<file path="src/rtl/limb_pkg.sv">
// limb_pkg: shared UOP class codes, ARM condition codes, the NOP pattern and NZCV bit positions.
package limb_pkg;

  localparam logic [3:0] UOP_NONE    = 4'd0;
  localparam logic [3:0] UOP_BRANCH  = 4'd1;
  localparam logic [3:0] UOP_INTEGER = 4'd2;
  localparam logic [3:0] UOP_MUL     = 4'd3;
  localparam logic [3:0] UOP_LOAD    = 4'd4;
  localparam logic [3:0] UOP_STORE   = 4'd5;
  localparam logic [3:0] UOP_FP      = 4'd6;

  localparam logic [3:0] COND_EQ = 4'h0;
  localparam logic [3:0] COND_NE = 4'h1;
  localparam logic [3:0] COND_CS = 4'h2;
  localparam logic [3:0] COND_CC = 4'h3;
  localparam logic [3:0] COND_MI = 4'h4;
  localparam logic [3:0] COND_PL = 4'h5;
  localparam logic [3:0] COND_VS = 4'h6;
  localparam logic [3:0] COND_VC = 4'h7;
  localparam logic [3:0] COND_HI = 4'h8;
  localparam logic [3:0] COND_LS = 4'h9;
  localparam logic [3:0] COND_GE = 4'hA;
  localparam logic [3:0] COND_LT = 4'hB;
  localparam logic [3:0] COND_GT = 4'hC;
  localparam logic [3:0] COND_LE = 4'hD;
  localparam logic [3:0] COND_AL = 4'hE;
  localparam logic [3:0] COND_NV = 4'hF;

  // MOV r0, r0 with the condition field stripped
  localparam logic [27:0] NOP_PATTERN = 28'h1A0_0000;

  localparam int NZCV_N = 3;
  localparam int NZCV_Z = 2;
  localparam int NZCV_C = 1;
  localparam int NZCV_V = 0;

endpackage

</file>
<file path="src/rtl/cond_eval.sv">
// cond_eval: combinational ARM condition-code test against an NZCV nibble.
module cond_eval
  import limb_pkg::*;
(
  input  logic [3:0] cond,
  input  logic [3:0] nzcv,
  output logic       pass
);

  logic n, z, c, v;

  always_comb begin
    n = nzcv[NZCV_N];
    z = nzcv[NZCV_Z];
    c = nzcv[NZCV_C];
    v = nzcv[NZCV_V];
    case (cond)
      COND_EQ: pass = z;
      COND_NE: pass = !z;
      COND_CS: pass = c;
      COND_CC: pass = !c;
      COND_MI: pass = n;
      COND_PL: pass = !n;
      COND_VS: pass = v;
      COND_VC: pass = !v;
      COND_HI: pass = c && !z;
      COND_LS: pass = !c || z;
      COND_GE: pass = (n == v);
      COND_LT: pass = (n != v);
      COND_GT: pass = !z && (n == v);
      COND_LE: pass = z || (n != v);
      COND_AL: pass = 1'b1;
      default: pass = 1'b0;
    endcase
  end

endmodule

</file>
<file path="src/rtl/decode_stage.sv">
// decode_stage: registered ARM-style decode with flag bypass, operand forwarding and statistics.
// Define DECODE_MUL_EN to decode multiply / multiply-long as class 3; otherwise they decode as class 0.
module decode_stage
  import limb_pkg::*;
#(
  parameter int DATA_W  = 32,
  parameter int NUM_FWD = 2,
  parameter int CNT_W   = 16
) (
  input  logic                   clk,
  input  logic                   rst_n,
  input  logic                   instr_valid_i,
  output logic                   instr_ready_o,
  input  logic [31:0]            instr_i,
  input  logic                   flush_i,
  input  logic                   flags_we_i,
  input  logic [3:0]             flags_i,
  output logic [3:0]             rr1_i_o,
  output logic [3:0]             rr2_i_o,
  output logic [3:0]             rr3_i_o,
  output logic [3:0]             rr4_i_o,
  input  logic [DATA_W-1:0]      rr1_i,
  input  logic [DATA_W-1:0]      rr2_i,
  input  logic [DATA_W-1:0]      rr3_i,
  input  logic [DATA_W-1:0]      rr4_i,
  input  logic [NUM_FWD-1:0]     fwd_valid_i,
  input  logic [4*NUM_FWD-1:0]   fwd_dest_i,
  input  logic [DATA_W*NUM_FWD-1:0] fwd_data_i,
  output logic                   d_valid_o,
  input  logic                   d_ready_i,
  output logic [3:0]             d_class_o,
  output logic                   d_exec_o,
  output logic [3:0]             d_opcode_o,
  output logic [2:0]             d_type_o,
  output logic [7:0]             d_shift_o,
  output logic [3:0]             d_dest_o,
  output logic [3:0]             d_dest_hi_o,
  output logic                   d_write_dest_o,
  output logic                   d_write_cpsr_o,
  output logic [DATA_W-1:0]      d_a_o,
  output logic [DATA_W-1:0]      d_b_o,
  output logic [DATA_W-1:0]      d_c_o,
  output logic [DATA_W-1:0]      d_d_o,
  output logic [CNT_W-1:0]       dec_count_o,
  output logic [CNT_W-1:0]       squash_count_o
);

  function automatic logic [31:0] rot_imm(input logic [7:0] imm8, input logic [3:0] rot);
    logic [63:0] dbl;
    dbl = {24'd0, imm8, 24'd0, imm8} >> {rot, 1'b0};
    return dbl[31:0];
  endfunction

  logic [3:0]        flags_q, eff_flags;
  logic              cond_pass, accept;
  logic              is_nop, is_branch, is_mul_pat, is_dp, is_ls;
  logic [3:0]        rd_addr [4];
  logic [DATA_W-1:0] rd_data [4];
  logic [DATA_W-1:0] op_fwd  [4];
  logic signed [25:0] br_off;

  logic [3:0]        cls_n, opcode_n, dest_n;
  logic [2:0]        type_n;
  logic [7:0]        shift_n;
  logic              wr_dest_n, wr_cpsr_n, exec_n;
  logic [DATA_W-1:0] a_n, b_n, d_n;

  logic              vld_p1, exec_p1, wr_dest_p1, wr_cpsr_p1;
  logic [3:0]        cls_p1, opcode_p1, dest_p1;
  logic [2:0]        type_p1;
  logic [7:0]        shift_p1;
  logic [DATA_W-1:0] a_p1, b_p1, d_p1;
  logic [CNT_W-1:0]  dec_cnt, squash_cnt;

  assign eff_flags = flags_we_i ? flags_i : flags_q;

  cond_eval u_cond_eval (
    .cond (instr_i[31:28]),
    .nzcv (eff_flags),
    .pass (cond_pass)
  );

  assign is_nop     = (instr_i[27:0] == NOP_PATTERN);
  assign is_branch  = !is_nop && (instr_i[27:25] == 3'b101);
  assign is_mul_pat = !is_nop && !is_branch && !instr_i[25] && instr_i[7] && instr_i[4]
                      && (instr_i[27:24] == 4'b0000);
  assign is_dp      = !is_nop && !is_branch && !is_mul_pat && (instr_i[27:26] == 2'b00);
  assign is_ls      = !is_nop && (instr_i[27:26] == 2'b01);
  assign br_off     = {instr_i[23:0], 2'b00};

`ifdef DECODE_MUL_EN
  assign rr1_i_o = is_mul_pat ? instr_i[3:0]  : instr_i[19:16];
  assign rr2_i_o = is_mul_pat ? instr_i[11:8] : instr_i[3:0];
  assign rr3_i_o = is_mul_pat ? instr_i[15:12] : 4'd0;
`else
  assign rr1_i_o = instr_i[19:16];
  assign rr2_i_o = instr_i[3:0];
  assign rr3_i_o = 4'd0;
`endif
  assign rr4_i_o = instr_i[15:12];

  assign rd_addr[0] = rr1_i_o;
  assign rd_addr[1] = rr2_i_o;
  assign rd_addr[2] = rr3_i_o;
  assign rd_addr[3] = rr4_i_o;
  assign rd_data[0] = rr1_i;
  assign rd_data[1] = rr2_i;
  assign rd_data[2] = rr3_i;
  assign rd_data[3] = rr4_i;

  // Scan from oldest to youngest so the lowest matching index wins.
  for (genvar j = 0; j < 4; j++) begin : g_fwd
    logic [DATA_W-1:0] fwd_val;
    always_comb begin
      fwd_val = rd_data[j];
      for (int k = NUM_FWD - 1; k >= 0; k--) begin
        if (fwd_valid_i[k] && (fwd_dest_i[4*k +: 4] == rd_addr[j]))
          fwd_val = fwd_data_i[DATA_W*k +: DATA_W];
      end
    end
    assign op_fwd[j] = fwd_val;
  end

  always_comb begin
    cls_n     = UOP_NONE;
    opcode_n  = 4'd0;
    type_n    = 3'd0;
    shift_n   = 8'd0;
    dest_n    = 4'd0;
    wr_dest_n = 1'b0;
    wr_cpsr_n = 1'b0;
    a_n       = '0;
    b_n       = '0;
    d_n       = '0;
    if (is_branch) begin
      cls_n = UOP_BRANCH;
      b_n   = DATA_W'(br_off);
    end
`ifdef DECODE_MUL_EN
    else if (is_mul_pat) begin
      cls_n     = UOP_MUL;
      type_n    = instr_i[23:21];
      a_n       = op_fwd[0];
      b_n       = op_fwd[1];
      wr_dest_n = 1'b1;
      wr_cpsr_n = instr_i[20];
      dest_n    = instr_i[23] ? instr_i[15:12] : instr_i[19:16];
      d_n       = instr_i[23] ? op_fwd[3] : '0;
    end
`endif
    else if (is_dp) begin
      cls_n    = UOP_INTEGER;
      opcode_n = instr_i[24:21];
      a_n      = op_fwd[0];
      dest_n   = instr_i[15:12];
      b_n      = instr_i[25] ? DATA_W'(rot_imm(instr_i[7:0], instr_i[11:8])) : op_fwd[1];
      shift_n  = instr_i[25] ? 8'd0 : instr_i[11:4];
      // TST/TEQ/CMP/CMN only update flags
      wr_dest_n = (instr_i[24:23] != 2'b10);
      wr_cpsr_n = (instr_i[24:23] == 2'b10) || instr_i[20];
    end else if (is_ls) begin
      cls_n     = instr_i[20] ? UOP_LOAD : UOP_STORE;
      a_n       = op_fwd[0];
      b_n       = instr_i[25] ? op_fwd[1] : DATA_W'(instr_i[11:0]);
      shift_n   = instr_i[25] ? instr_i[11:4] : 8'd0;
      d_n       = op_fwd[3];
      dest_n    = instr_i[15:12];
      wr_dest_n = instr_i[20];
    end
  end

  assign exec_n        = (cls_n != UOP_NONE) && cond_pass;
  assign instr_ready_o = !vld_p1 || d_ready_i;
  assign accept        = instr_valid_i && instr_ready_o && !flush_i;

  // Stage p1: registered decode packet, held while execute stalls
  always_ff @(posedge clk or negedge rst_n) begin
    if (!rst_n) begin
      flags_q    <= 4'd0;
      vld_p1     <= 1'b0;
      dec_cnt    <= '0;
      squash_cnt <= '0;
      exec_p1    <= 1'b0;
      wr_dest_p1 <= 1'b0;
      wr_cpsr_p1 <= 1'b0;
      cls_p1     <= 4'd0;
      opcode_p1  <= 4'd0;
      dest_p1    <= 4'd0;
      type_p1    <= 3'd0;
      shift_p1   <= 8'd0;
      a_p1       <= '0;
      b_p1       <= '0;
      d_p1       <= '0;
    end else begin
      if (flags_we_i) flags_q <= flags_i;
      if (flush_i) begin
        vld_p1 <= 1'b0;
        if (vld_p1) squash_cnt <= squash_cnt + CNT_W'(1);
      end else if (accept) begin
        vld_p1     <= 1'b1;
        dec_cnt    <= dec_cnt + CNT_W'(1);
        if (!exec_n) squash_cnt <= squash_cnt + CNT_W'(1);
        exec_p1    <= exec_n;
        wr_dest_p1 <= wr_dest_n;
        wr_cpsr_p1 <= wr_cpsr_n;
        cls_p1     <= cls_n;
        opcode_p1  <= opcode_n;
        dest_p1    <= dest_n;
        type_p1    <= type_n;
        shift_p1   <= shift_n;
        a_p1       <= a_n;
        b_p1       <= b_n;
        d_p1       <= d_n;
      end else if (d_ready_i) begin
        vld_p1 <= 1'b0;
      end
    end
  end

`ifdef DECODE_MUL_EN
  logic [DATA_W-1:0] c_p1;
  logic [3:0]        dest_hi_p1;

  always_ff @(posedge clk or negedge rst_n) begin
    if (!rst_n) begin
      c_p1       <= '0;
      dest_hi_p1 <= 4'd0;
    end else if (accept) begin
      c_p1       <= is_mul_pat ? op_fwd[2] : '0;
      dest_hi_p1 <= (is_mul_pat && instr_i[23]) ? instr_i[19:16] : 4'd0;
    end
  end

  assign d_c_o       = c_p1;
  assign d_dest_hi_o = dest_hi_p1;
`else
  logic unused_mul;
  assign unused_mul  = ^op_fwd[2];
  assign d_c_o       = '0;
  assign d_dest_hi_o = 4'd0;
`endif

  assign d_valid_o      = vld_p1;
  assign d_class_o      = cls_p1;
  assign d_exec_o       = exec_p1;
  assign d_opcode_o     = opcode_p1;
  assign d_type_o       = type_p1;
  assign d_shift_o      = shift_p1;
  assign d_dest_o       = dest_p1;
  assign d_write_dest_o = wr_dest_p1;
  assign d_write_cpsr_o = wr_cpsr_p1;
  assign d_a_o          = a_p1;
  assign d_b_o          = b_p1;
  assign d_d_o          = d_p1;
  assign dec_count_o    = dec_cnt;
  assign squash_count_o = squash_cnt;

endmodule

</file>
<file path="config.mk">
export PLATFORM = sky130hd
export DESIGN_NAME = decode_stage
export DESIGN_NICKNAME = d
export VERILOG_FILES = /design/src/rtl/limb_pkg.sv /design/src/rtl/cond_eval.sv /design/src/rtl/decode_stage.sv
export SDC_FILE = /design/constraint.sdc
export NUM_CORES = 1
export LEC_CHECK = 0
export ABC_CLOCK_PERIOD_IN_PS = 2990
export CAP_MARGIN = 20
export CORE_AREA = 2 2 178 180
export CTS_CLUSTER_DIAMETER = 150
export DETAILED_ROUTE_END_ITERATION = 12
export DIE_AREA = 0 0 180 182
export DONT_BUFFER_PORTS = 1
export SLEW_MARGIN = 20
export SYNTH_ARGS = -nofsm -noshare
export SYNTH_HDL_FRONTEND = slang
export SYNTH_SLANG_ARGS = --single-unit
</file>
<file path="constraint.sdc">
create_clock -name clk -period 2.99 [get_ports clk]
set_input_delay 0.598 -clock clk [delete_from_list [all_inputs] [get_ports clk]]
set_output_delay 0.598 -clock clk [all_outputs]
set_load 0.02 [all_outputs]
</file>
== After elaboration in Yosys (flattened, before gate mapping) ==
Index checks and enable logic that the tools add are counted.
Operators by class
  shifts and indexed selects: 1
  equality and inequality tests: 29
  muxes and demuxes: 45
  add/sub/neg operators: 2
  reductions and logical operators: 42
  bitwise logic cells: 1
Operators by type and width (count)
  32-bit 2-to-1 mux: 17
  16-bit 2-to-1 mux: 4
  8-bit 2-to-1 mux: 5
  40-bit by 5-bit >> shifter with 32-bit output: 1
  16-bit by 1-bit adder with 16-bit output (second input constant): 2
  28-bit by 25-bit equality test with 1-bit output (second input constant): 1
  4-bit equality test (second input constant): 7
  4-bit equality test: 6
  4-bit 2-to-1 mux: 6
  1-bit logical AND: 20
  4-bit by 3-bit equality test with 1-bit output (second input constant): 4
  1-bit case mux with 15 select lines: 1
  1-bit zero test: 10
  1-bit 2-to-1 mux: 9
  3-bit 2-to-1 mux: 3
  4-bit by 2-bit equality test with 1-bit output (second input constant): 2
  4-bit zero test: 2
  4-bit by 1-bit equality test with 1-bit output (second input constant): 1
  1-bit logical OR: 4
  2-bit inequality test (second input constant): 2
  4-bit nonzero test: 1
  3-bit equality test (second input constant): 1
  3-bit AND reduction: 1
  3-bit nonzero test: 1
  other kinds (9): 9
Word-level totals
  logic and storage cells: 134
  flip-flop bits (word level): 156

== Logic depth before layout (Yosys ltp) ==
Gate-level depths: netlist (run 1).
  depth in word-level cells: 19
  mapped depth: 11
  mapped depth without buffers: 9

== Cells and area by module ==
A second synthesis (run 1) with hierarchy kept.
Second synthesis, totals
  cells, all modules: 1082
  area, all modules: 9823.2 µm²
Modules (own cells, without submodules)
  decode_stage: instances 1, area each 9629.2 µm², cells an instance 1054
  cond_eval: instances 1, area each 193.9 µm², cells an instance 28

== Least setup slack after synthesis (run 1) ==
Ideal clock, no wire load.
  path kind: input port to flip-flop
  start: input port flags_we_i
  end: register squash_cnt[13], in the netlist squash_count_o[13]
  setup time: 0.080 ns
  path buffers: 2
  arrival time: 2.519 ns
  required time: 2.910 ns
  setup slack: 0.391 ns
  stages on the path: 10
  cells stage by stage: buf_2 > mux2_4 > a21oi_1 > o21a_1 > o211ai_1 > o31a_1 > a2bb2oi_2 > buf_6 > nor4_1 > xor2_1
On the way
  word-level cells in the longest chain between the ends: 7
RTL lines
  start, declared: line decode_stage.sv:16  | input logic flags_we_i,
  4-bit 2-to-1 mux (*)
  named net eff_flags[2]: line decode_stage.sv:54  | logic [3:0] flags_q, eff_flags;
  1-bit zero test: line cond_eval.sv:19, cond_eval.sv:26, cond_eval.sv:30
  1-bit logical AND (on tied branches): line cond_eval.sv:30, cond_eval.sv:26
  1-bit case mux with 15 select lines (*): line cond_eval.sv:17  | case (cond)
  1-bit logical AND (*): line decode_stage.sv:172  | assign exec_n = (cls_n != UOP_NONE) && cond_pass;
  2-bit inequality test (no source line) (*)
  3-bit AND reduction (no source line) (*)
  end signal, assigned: line decode_stage.sv:198  | if (vld_p1) squash_cnt <= squash_cnt + CNT_W'(1);
  end signal, assigned: line decode_stage.sv:202  | if (!exec_n) squash_cnt <= squash_cnt + CNT_W'(1);
  end, declared: line decode_stage.sv:73  | logic [CNT_W-1:0] dec_cnt, squash_cnt;
The timed path passes the listed nets; every way through them passes the cells marked *.
A chain may end at the register's enable or synchronous reset.

== Final worst setup path (run 1) ==
  start: register flags_q[0]
  end: register squash_cnt[1], in the netlist squash_count_o[1]
On the way
  word-level cells in the longest chain between the ends: 7
RTL lines
  start, declared: line decode_stage.sv:54
  start signal, assigned: line decode_stage.sv:195  | if (flags_we_i) flags_q <= flags_i;
  4-bit 2-to-1 mux (*)
  1-bit inequality test or 1-bit equality test (tied branches)
  1-bit logical OR or 1-bit logical AND (tied branches): line cond_eval.sv:31, cond_eval.sv:30
  1-bit case mux with 15 select lines (*): line cond_eval.sv:17
  1-bit logical AND (*): line decode_stage.sv:172
  2-bit inequality test (no source line) (*)
  3-bit AND reduction (no source line) (*)
Mark *: on every way between the ends. The rest lies on a longest branch, timed or not.

==> summary.txt, run 1 <==
Clocking
  • H-tree Lvls: 4
  • CTS root buf: clkbuf_16
  • # resized after CTS: 0
  • Clock transition at the registers of the reported paths: 70 ps
  • Total CTS buffers: 17
  • Clk_lat worst skew: 430 ps
  • Clk buf depth: 2
  • Post-CTS Setup Inserts: 0
  • CTS tree: yes
  • Clock sink count: about 160

Status
  • Failing checks: hold timing
  • Status: complete, but fails checks

Worst setup path
  • Worst Path Arrival: 2890 ps
  • Startpoint Class: flop
  • Worst-path maximum fanout: 16
  • Critical Path Sink Type: flop
  • Type of the worst setup path: flop to flop
  • Required time of the critical path: approximately 3300 ps

Global routing
  • Global-route wire length before repair: 51200 µm
  • GRT Overall Usage: about a fifth
  • GR Overflow Total: 0
  • Vias in the first global route: 7764
  • Initial antenna violation count: 4
  • Largest net degree at the start of global routing: roughly 160

Power
  • Combinational share of power: 14.3%
  • Tot Pwr: 6.16 mW
  • PD cells: slightly below 600 nW/µm²
  • Leak: approximately 4.2 nW
  • Seq pwr share: between 40% and 50%
  • Internal power: 4.03 mW
  • Reported net switching power: 2.12 mW
  • Peak VDD IR: 359 µV
  • Switch share: 34.5%
  • Clock network fraction of design power: 36.6%

Layout
  • Layout cells sized above 1: a little under 9%
  • Fin nets: 1244
  • Fillers: 3178
  • FF+latch area: between 3000 and 4000 µm²
  • Layout area overhead: 10.1%
  • Fin util: between 30% and 40%
  • N_diodes: 0
  • Post-route cell area: 10500 µm²
  • Post-Layout Cell Count: 1412
  • Multi-input gate area: 5160 µm²

Synth
  • Syn. warnings: 0
  • Complex-gate fraction of the synthesized area: 21.3%
  • Syn avg cell area: 9.27 µm²
  • Synth cell count leaders: dfrtp_1, nand2_1, o21ai_0
  • Synth Area in XOR/XNOR: roughly 5.2%
  • Yosys cell types: 56
  • Post-Synthesis Cells: 1033
  • Ranking of synthesized cells by area: dfrtp_1, mux2i_1, a22o_1, o21ai_0, nand2_1
  • Largest family of logic cells by synthesized area: compound AO/OA/AOI/OAI gates
  • EDFF count, synth: 0
  • Sequential area share after synthesis: 40.5%
  • Fraction of registers with async set/reset: 100%
  • Post-synthesis register bit count: around 160
  • Synth top area share: 40.5%
  • Synth Area in Adders: 0.261%
  • Mapped Area: 9570 µm²
  • Cell taking the most area after synthesis: dfrtp_1
  • Mux cell area share after synthesis: 12.0%
  • Post-synthesis simple-gate area fraction: between 10% and 20%
  • Top FF cell, synth: dfrtp_1
  • Most frequent cell after synthesis: dfrtp_1

Routing
  • Wire per inst: 24.9 µm
  • Number of remaining DRC errors: 0
  • Vias/cell: ~5.6
  • DRT iter0 DRCs: 737
  • Number of iterations in the first detailed-routing pass: 6
  • Final WL: 35200 µm
  • ANT nets after route: 0
  • Via count: between 7000 and 8000

Die
  • Core area: 31000 µm²
  • FP Rows: between 60 and 70
  • Die W: 180 µm
  • Die Area: 32800 µm²
  • Initial Utilization: 30.9%
  • Ports: 452
  • Die extent in y: 182 µm

Timing
  • Worst setup margin: just over 400 ps
  • RSZ-0062 raised after global routing: no
  • Hold Fails Final Rpt: approximately 160
  • Worst slew pin tran: 876 ps
  • Setup_tns: 0 ps
  • Period utilization: between 80% and 90%
  • Worst slew margin: 41.2%
  • Final slew viol count: 0
  • Endpoints failing setup: 0
  • Fmax: 388 MHz
  • Clk_skew: 15.7 ps
  • Hold_ws: -132 ps
  • Final min period: 2580 ps

Place
  • Setup WS pre-CTS: 117 ps
  • DP Cell Count: between 1000 and 1500
  • Post-place instance area: roughly 9900 µm²
  • Hpwl dp: about 26000 µm
  • PortBufs: 0
  • Placer Congestion: 0.879

Job
  • Max-cap check violation count: 0

Hold path
  • Hold crit path type: input pin to async pin
==> cells by family after synthesis <==
family / after synthesis
AND/OR/NAND/NOR: 267
XOR/XNOR: 57
buffers and inverters: 141
other: 1
AO/OA/AOI/OAI: 296
multiplexers: 114
adder cells (fa/ha/maj): 2
flip-flops: 155
==> layer usage <==
| metal | track usage (%) | wire (µm) | part of all wire (%) | up-vias |
|---|---|---|---|---|
| li1 | - | - | - | 3599 |
| met1 | 25.2 | 13800 | 39 | 3872 |
| met2 | 33.5 | 16600 | 47 | 431 |
| met3 | 8.50 | 3890 | 11 | 50 |
| met4 | 6.99 | 835 | 2.4 | 8 |
| met5 | 0 | 42 | 0.12 | - |
==> state kept, by name, summed over array words and instances (netlist names), 8 cells and up <==
signal,count
d_a_o,32
d_b_o,32
d_d_o,32
d_shift_o,8
dec_count_o,16
squash_count_o,16
==> cell type report <==
type | instances | area share (%)
Tap cell | 402 | 4.77
Clock inverter | 13 | 1.47
Inverter | 9 | 0.321
Sequential cell | 155 | 36.8
Multi-Input combinational cell | 780 | 48.9
Timing Repair Buffer | 35 | 3.51
Clock buffer | 18 | 4.17
==> critical path, cell delays in order (launching register included) <==
cell and delay [ps]:
dfrtp_1 400, xor2_1 170, mux2i_1 140, or3_1 330
a22oi_1 220, o31a_1 220, a2bb2oi_2 570, mux2_2 400
==> power by group through the flow <==
| stage | clock network (mW) | logic [mW] | registers [mW] |
|---|---|---|---|
| floorplan | 0 | 0.755 | 2.93 |
| global placement | 0 | 0.861 | 3.06 |
| detailed placement | 0 | 0.879 | 3.06 |
| CTS | 2.32 | 0.881 | 3.02 |
| global route | 2.41 | 0.979 | 3.06 |
| finish | 2.26 | 0.882 | 3.02 |
==> final timing paths <==
check / start / endpoint / cells after the start / slack, ps
min: rst_n / dec_count_o[13] / 0 / -130
min reg2reg: flags_q[2] / flags_q[2] / 1 / 520
max in group asynchronous: rst_n / d_d_o[8] / 0 / 2870
max: flags_q[0] / squash_count_o[1] / 7 / 410
min in group clk: flush_i / d_valid_o / 1 / 220
max reg2reg: flags_q[0] / squash_count_o[1] / 7 / 410
==> placed cells by master (no fill, tap or decap), types with 3 or more instances in the layout <==
cell type	count
nand2b_1	6
or2_2	4
nand4_1	6
a211oi_1	5
inv_6	5
buf_4	27
xnor2_1	21
nand3_1	14
nand2_1	137
nor2b_1	8
mux2i_1	108
buf_12	7
nor2_1	48
xor2_1	36
o211ai_1	7
inv_1	9
o22ai_1	6
clkinvlp_4	3
a21oi_1	21
mux2_2	5
and3_1	5
a31oi_1	10
a221oi_1	14
a22o_1	80
conb_1	44
a222oi_1	13
nor3_1	7
dfrtp_1	155
nor4_2	4
nor4_1	9
o21ai_0	112
clkbuf_16	17
a22oi_1	8
No activity file was read; power rests on OpenSTA's default activity.
==> run 2: changes to the inputs <==
CAP_MARGIN = unset   (was 20)
CORE_AREA = 2 2 173 175   (was 2 2 178 180)
DIE_AREA = 0 0 175 177   (was 0 0 180 182)
DONT_BUFFER_PORTS = unset   (was 1)
PLACE_DENSITY = 0.67   (was unset)
==> run 2 against run 1 <==
Net effect:
- the flow now finishes without violations
- die area fell by 5.4%
- routed wire length rose by 11%
- combinational power rose to 2.7 times the previous value
- non-clock buffer count rose by 450
- clock skew barely moved
- sequential power fell by 14%
- largest power group unchanged
- critical path type is now input pin to flop
- maximum frequency fell by 10%
- design area rose by 41%
- critical path depth rose by 4
- cell count rose by 31%
- sequential cell count did not move
- setup slack got worse by 290 ps
==> summary.txt, run 2 (synthesized netlist as in run 1, its figures left out) <==
Worst setup path
  • Worst-path maximum fanout: 6
  • Required time of the critical path: 3270 ps
  • Worst Path Arrival: around 3200 ps
  • Type of the worst setup path: input pin to flop
  • Critical Path Sink Type: flop
  • Startpoint Class: input pin

Routing
  • Metal2 WL: approximately 19000 µm
  • DRT iter0 DRCs: 687
  • Vias/cell: 5.23
  • Final WL: ~40000 µm
  • Met3 WL: 2470 µm
  • DR top layer: met4
  • Number of iterations in the first detailed-routing pass: 7
  • Wire per inst: 21.2 µm
  • Post-route met1 wirelength: 17100 µm
  • Via count: 9683
  • ANT nets after route: 0
  • Number of remaining DRC errors: 0

Status
  • Status: finished, final reports clean

Die
  • Die W: around 180 µm
  • Ports: 452
  • Core area: 29200 µm²
  • Die extent in y: around 180 µm
  • Initial Utilization: 32.7%
  • FP Rows: 63
  • Die Area: 31000 µm²

Power
  • Peak VDD IR: around 360 µV
  • Tot Pwr: ~7 mW
  • Leak: roughly 6 nW
  • PD cells: 475 nW/µm²

Place
  • PortBufs: 375
  • Placer Congestion: around 0.9
  • Hpwl dp: between 30000 and 40000 µm
  • DP Cell Count: 1819
  • Setup WS pre-CTS: -414 ps
  • Post-place instance area: 14300 µm²

Layout
  • Layout area overhead: 55.4%
  • Most common cell after layout, fill and taps aside: clkdlybuf4s50_1
  • Post-Layout Cell Count: 1851
  • N_diodes: 0
  • Post-route cell area: between 10000 and 15000 µm²
  • Most frequent cells in the layout: clkdlybuf4s50_1, dfrtp_1, nand2_1
  • Layout cells sized above 1: 11.6%
  • Fin nets: 1694
  • Fillers: 2750
  • Fin util: 50.9%

Timing
  • Endpoints failing setup: 0
  • Setup_tns: 0 ps
  • Fmax: approximately 350 MHz
  • Final slew viol count: 0
  • Hold Fails Final Rpt: 0
  • Period utilization: 95.9%
  • Hold_ws: roughly 170 ps
  • Worst slew margin: between 40% and 50%
  • Worst setup margin: 122 ps
  • Worst slew pin tran: 838 ps
  • Clk_skew: about 16 ps
  • RSZ-0062 raised after global routing: no
  • Final min period: 2870 ps

Clocking
  • CTS root buf: clkbuf_16
  • CTS tree: yes
  • Clock transition at the registers of the reported paths: 70 ps
  • Post-CTS Setup Inserts: 0
  • H-tree Lvls: 4
  • # resized after CTS: 0
  • Clk buf depth: 2
  • Clock sink count: 155
  • Total CTS buffers: 17
  • Hold buffers post-CTS: 0
  • Clk_lat worst skew: around 430 ps

Global routing
  • Vias in the first global route: 9693
  • Initial antenna violation count: 0
  • Global-route wire length before repair: 58500 µm
  • GR Overflow Total: 0
  • Largest net degree at the start of global routing: between 70 and 80
  • GRT Overall Usage: 24.8%

Hold path
  • Hold crit path type: input pin to async pin

Job
  • Max-cap check violation count: 0
==> run 2: worst paths after layout <==
check	startpoint	slack (ps)	endpoint	cells past startpoint
min in group clk	d_class_o[2]	470	d_class_o[2]	1
max reg2reg	flags_q[0]	640	squash_count_o[2]	9
max in group asynchronous	rst_n	1940	d_b_o[15]	2
max	instr_i[23]	120	d_b_o[3]	11
min reg2reg	d_class_o[2]	470	d_class_o[2]	1
min	rst_n	170	squash_count_o[12]	1
==> run 2: area by class of cell <==
type / count / area [µm²] / share of cell area (%)
flip-flops and latches: 155 / 3880 / 26.1
inverters: 9 / 33.8 / 0.227
repair buffers: 485 / 4730 / 31.8
clock inverters: 14 / 116 / 0.782
multi-input cells: 780 / 5200 / 35.0
clock buffers: 18 / 429 / 2.88
well taps: 390 / 488 / 3.28
==> run 2: metal layers <==
layer,vias to the layer above,global-route usage [%]
li1,4506,-
met1,4709,33.5
met2,420,40.7
met3,48,4.62
met4,0,6.60
met5,-,0
==> run 2: power breakdown <==
group / internal, mW / total (mW) / switching, mW
logic: 1.16 / 2.37 / 1.21
clock network: 1.09 / 2.11 / 1.02
registers: 2.37 / 2.60 / 0.223
total: 4.62 / 7.07 / 2.45
==> run 2: critical path, cell delays in order <==
cell	delay, ps
clkdlybuf4s50_1	490
nor4bb_2	360
buf_4	170
nand3_1	110
o31ai_4	260
buf_4	170
nor2_1	110
buf_4	170
a222oi_1	450
buf_4	190
a31oi_1	70
